$ cat src/rtl/orbtrace_uart_pkg.sv
// Shared definitions for the UART transmit path: byte type, default FIFO depth
// and the feeder sequencer state encoding.
package orbtrace_uart_pkg;

    localparam int DEFAULT_DEPTH = 16;
    localparam int BYTE_W        = 8;

    typedef logic [BYTE_W-1:0] byte_t;

    typedef enum logic [1:0] {
        ST_IDLE  = 2'd0,
        ST_ISSUE = 2'd1,
        ST_WAIT  = 2'd2
    } tx_state_t;

endpackage

$ cat src/rtl/uart_tx_feeder_byte_fifo.sv
// Circular byte FIFO with an explicit fill counter, so full/empty never depend
// on pointer equality. Flush clears pointers and count and wins over push/pop.
module byte_fifo
    import orbtrace_uart_pkg::*;
#(
    parameter  int DEPTH = DEFAULT_DEPTH,
    localparam int AW    = $clog2(DEPTH)
) (
    input  logic        clk,
    input  logic        rst,
    input  logic        push,
    input  byte_t       push_data,
    input  logic        pop,
    output byte_t       pop_data,
    input  logic        flush,
    output logic [AW:0] fill,
    output logic        full,
    output logic        empty
);

    byte_t         mem [DEPTH];
    logic [AW-1:0] rd;
    logic [AW-1:0] wr;

    assign full     = (fill == (AW+1)'(DEPTH));
    assign empty    = (fill == '0);
    assign pop_data = mem[rd];

    // Storage carries no reset so it can map onto plain RAM.
    always_ff @(posedge clk) begin
        if (push && !flush)
            mem[wr] <= push_data;
    end

    always_ff @(posedge clk or posedge rst) begin
        if (rst) begin
            rd   <= '0;
            wr   <= '0;
            fill <= '0;
        end else if (flush) begin
            rd   <= '0;
            wr   <= '0;
            fill <= '0;
        end else begin
            if (push)
                wr <= wr + AW'(1);
            if (pop)
                rd <= rd + AW'(1);
            case ({push, pop})
                2'b10:   fill <= fill + (AW+1)'(1);
                2'b01:   fill <= fill - (AW+1)'(1);
                default: fill <= fill;
            endcase
        end
    end

endmodule

$ cat src/rtl/uart_tx_feeder.sv
// Buffers upstream bytes and hands them to the UART one at a time using its
// single-cycle transmit strobe and tx_free level; reports fill and overflow.
module uart_tx_feeder
    import orbtrace_uart_pkg::*;
#(
    parameter  int DEPTH = DEFAULT_DEPTH,
    localparam int AW    = $clog2(DEPTH)
) (
    input  logic        clk,
    input  logic        rst,
    input  logic        in_valid,
    input  logic [7:0]  in_data,
    output logic        in_ready,
    input  logic        flush,
    output logic        transmit,
    output logic [7:0]  tx_byte,
    input  logic        tx_free,
    output logic [AW:0] fill,
    output logic        overflow
);

    tx_state_t state;
    logic      full;
    logic      empty;
    logic      push;
    logic      pop;
    byte_t     pop_data;

    assign in_ready = !full;
    assign push     = in_valid && !full && !flush;
    // No new strobe on a flush edge: the byte at the head is being discarded.
    assign pop      = (state == ST_IDLE) && !empty && tx_free && !flush;

    byte_fifo #(.DEPTH(DEPTH)) u_fifo (
        .clk       (clk),
        .rst       (rst),
        .push      (push),
        .push_data (in_data),
        .pop       (pop),
        .pop_data  (pop_data),
        .flush     (flush),
        .fill      (fill),
        .full      (full),
        .empty     (empty)
    );

    always_ff @(posedge clk or posedge rst) begin
        if (rst) begin
            overflow <= 1'b0;
        end else if (flush) begin
            overflow <= 1'b0;
        end else if (in_valid && full) begin
            overflow <= 1'b1;
        end
    end

    // tx_free is still stale-high in ISSUE, so it is only looked at in IDLE/WAIT.
    always_ff @(posedge clk or posedge rst) begin
        if (rst) begin
            state    <= ST_IDLE;
            transmit <= 1'b0;
            tx_byte  <= '0;
        end else begin
            case (state)
                ST_IDLE: begin
                    if (pop) begin
                        transmit <= 1'b1;
                        tx_byte  <= pop_data;
                        state    <= ST_ISSUE;
                    end
                end
                ST_ISSUE: begin
                    transmit <= 1'b0;
                    state    <= ST_WAIT;
                end
                ST_WAIT: begin
                    if (tx_free)
                        state <= ST_IDLE;
                end
                default: begin
                    transmit <= 1'b0;
                    state    <= ST_IDLE;
                end
            endcase
        end
    end

endmodule

$ cat config.mk
export PLATFORM = sky130hd
export DESIGN_NAME = uart_tx_feeder
export DESIGN_NICKNAME = d
export VERILOG_FILES = /design/src/rtl/orbtrace_uart_pkg.sv /design/src/rtl/uart_tx_feeder_byte_fifo.sv /design/src/rtl/uart_tx_feeder.sv
export SDC_FILE = /design/constraint.sdc
export NUM_CORES = 1
export LEC_CHECK = 0
export BUFFER_PORTS_ARGS = -buffer_cell sky130_fd_sc_hd__clkbuf_2
export CAP_MARGIN = 40
export CORE_ASPECT_RATIO = 1.2
export CORE_MARGIN = 5
export CORE_UTILIZATION = 61
export DETAILED_ROUTE_END_ITERATION = 16
export PLACE_DENSITY = 0.9
export SYNTH_ARGS = -nofsm -noshare
export SYNTH_HDL_FRONTEND = slang
export SYNTH_SLANG_ARGS = --single-unit
export TNS_END_PERCENT = 100
$ cat constraint.sdc
create_clock -name clk -period 3.55 [get_ports clk]
set_input_delay 0.71 -clock clk [delete_from_list [all_inputs] [get_ports clk]]
set_output_delay 0.71 -clock clk [all_outputs]
set_load 0.005 [all_outputs]
==> metrics.yaml <==
worst_setup_path:
  r2r_setup_slack_ns: 0.60
  path_class: "flip-flop to flip-flop"
  startpoint_type: "flip-flop"
  regToRegEndpoint: "u_fifo.fill[4]"
  end_kind: "flip-flop"
  timing.rr.start: "u_fifo.fill[1]"
  reg2reg_depth: 9
  crit_arrival_ns: 3.28
  cp-startpoint: "u_fifo.fill[1]"
  crit_fanout: 9
  critPathRequiredTime_ns: 3.89
  setup.worst_path.end: "u_fifo.fill[4]"
detailed_routing:
  wire_per_inst_um: 24.6
  vias: 3353
  wirelength_um: 13000
  first_iter_violations: 268
  drtPass1Iterations: 6
  vias_per_cell: 6.34
  ant_nets: 0
  drc: 0
yosys:
  yosysTopAreaCellShare_pct: 61.8
  syn_area_mm2: 0.00622
  ys_ff_latch: 153
  ys_dominant_reg_cell: "edfxtp_1"
  synthDistinctLibCells: 42
  synth_area_leaders: "edfxtp_1 62%, mux4_2 12%, dfrtp_1 10%"
  synth_common_cells: "128 x edfxtp_1, 32 x mux4_2, 32 x nor2_1"
  ys_seq_area_share_pct: 71.9
  synth_fp_nets: 362
  async_flop_share_pct: 16.3
  synth_edf_count: 128
  syn_area_per_cell_um2: 18.3
  yosys.area.top_type: "edfxtp_1"
  synthMostInstantiatedCell: "edfxtp_1"
  yosys_warnings: 0
  synthCells: 340
cells_and_area:
  final_util_pct: 72.9
  finalNetCount: 412
  finish.instance_area_mm2: 0.00730
  layout-drive-gt1-share_pct: 31.0
  num_antenna_cells: 0
  area_growth_pct: 17.3
clocking:
  cts_buffers: 17
  cts_hold_repair.buffers: 0
  clock_sinks: 153
  cts_setup_buffers: 0
  cts.reportedPaths.clkPinSlew_ns: 0.06
  clk_latency_ns: 0.42
  htree_levels: 4
  cts.path.max_buffers: 2
  cts-resized-gates: 0
  cts_tree: "built"
  clock-root-buffer: "clkbuf_16"
die:
  io_pins: 29
  rows: 40
  die_h_um: 121
  dieArea_mm2: 0.0123
  die_w_um: 102
  core_region_area_mm2: 0.0100
  initial_core_util_pct: 62.1
timing:
  period_minus_slack_ns: 2.95
  max_freq_ghz: 0.340
  slew_headroom_pct: 37.1
  fin_ws_ns: 0.605
  slew_violations: 0
  finalSetupViolations: 0
  final.setup.tns_ns: 0
  grt_setup_unrepaired: "no"
  finalClockSkew_ns: 0.00681
  timing.final.crit_share_pct: 83.0
  worst_pin_slew_ns: 0.940
  finalHoldViolCount: 0
placement:
  hpwl_um: 8300
  portBuffers: 28
  post-place-ws_ns: 0.452
  globalplace.congestion: 0.859
  dpl-instance-area_mm2: 0.00659
grt:
  grt_max_degree: 24
  grt-ovfl-total: 0
  grt_usage_pct: 23.6
  grt_pass1_wl_um: 20600
  grt_pass1_vias: 3494
  antenna_found_initial: 0
worst_hold_path:
  hp-class: "input pin to async pin"
pwr:
  power.share.clock_pct: 42.2
  p_sw_share_pct: 24.2
  total_power_mw: 4.93
  switching_power_mw: 1.20
  p_comb_share_pct: 13.6
  powerDensity_mw_per_mm2: 676
  intPower_mw: 3.74
  total_leakage_power_nw: 2.54
  pwr-share-seq_pct: 44.2
  vdd_drop_max_v: 0.000417
status:
  status: "completed"
run:
  max_cap_violations: 0
==> cell type report <==
class | instances | area, µm²
Sequential cell | 153 | 4470
Multi-Input combinational cell | 163 | 1630
Tap cell | 126 | 158
Timing Repair Buffer | 46 | 328
Inverter | 9 | 33.8
Clock inverter | 13 | 248
Clock buffer | 19 | 433
Fill cell | 593 | 2710
==> worst min-delay path by stage <==
stage | start | end | slack, ns
floorplan | overflow | overflow | 0.49
global placement | overflow | overflow | 0.50
detailed placement | overflow | overflow | 0.50
CTS | rst | state[1] | 0.29
global route | rst | state[1] | 0.31
finish | rst | state[1] | 0.28
==> placed cells by master (no fill, tap or decap), types with 9 or more instances in the layout <==
cell	synthesis	routed
nand2_1	10	10
edfxtp_1	128	128
inv_1	9	9
nor2_1	32	32
a21oi_1	12	12
mux4_2	32	32
clkbuf_2	0	28
buf_4	4	15
o22ai_1	16	16
clkbuf_16	0	17
dfrtp_1	25	24
==> power groups by stage <==
stage | clock network, mW | logic, mW | registers, mW
after floorplan | 0 | 0.449 | 2.18
after global placement | 0 | 0.611 | 2.21
after detailed placement | 0 | 0.655 | 2.22
after CTS | 2.10 | 0.673 | 2.18
after global routing | 2.19 | 0.735 | 2.20
final | 2.08 | 0.671 | 2.18
==> sequential cells by signal (all words and copies together) (netlist names) <==
register,count
transmit,1
u_fifo.rd,4
overflow,1
u_fifo.fill,5
u_fifo.wr,4
state,2
u_fifo.mem,128
tx_byte,8
==> stage by stage <==
step                hold WS, ns  cells
finish                    0.284    529
global route              0.308    529
CTS                       0.286    526
detailed placement        0.504    494
global placement          0.496    488
floorplan                 0.486    340
==> metal layers <==
metal	vias to the layer above	share of wire, %	GRT usage [%]
met2	154	53	39.8
met4	0	1.7	7.55
met1	1731	38	30.0
li1	1448	-	-
met3	20	6.7	6.00
met5	-	0	0
==> worst max-delay path, cell delays in order, from the launching register on <==
cell	delay, ns
dfrtp_1	0.46
nor4_4	0.49
a21boi_2	0.22
or2b_1	0.29
fa_1	0.40
nand2b_1	0.16
a21oi_1	0.30
a211oi_1	0.08
or3_1	0.32
a31oi_1	0.14
==> logic make-up after synthesis <==
group           Yosys count  synth area share (%)
flops                   153                  71.9
simple gates             62                  5.15
mux                      43                  13.5
compound gates           40                  4.28
buf+inv                  24                  1.99
xor+xnor                  9                  1.27
fa+ha+maj                 9                  1.93
Note: power is estimated with default switching activity, not from simulation.
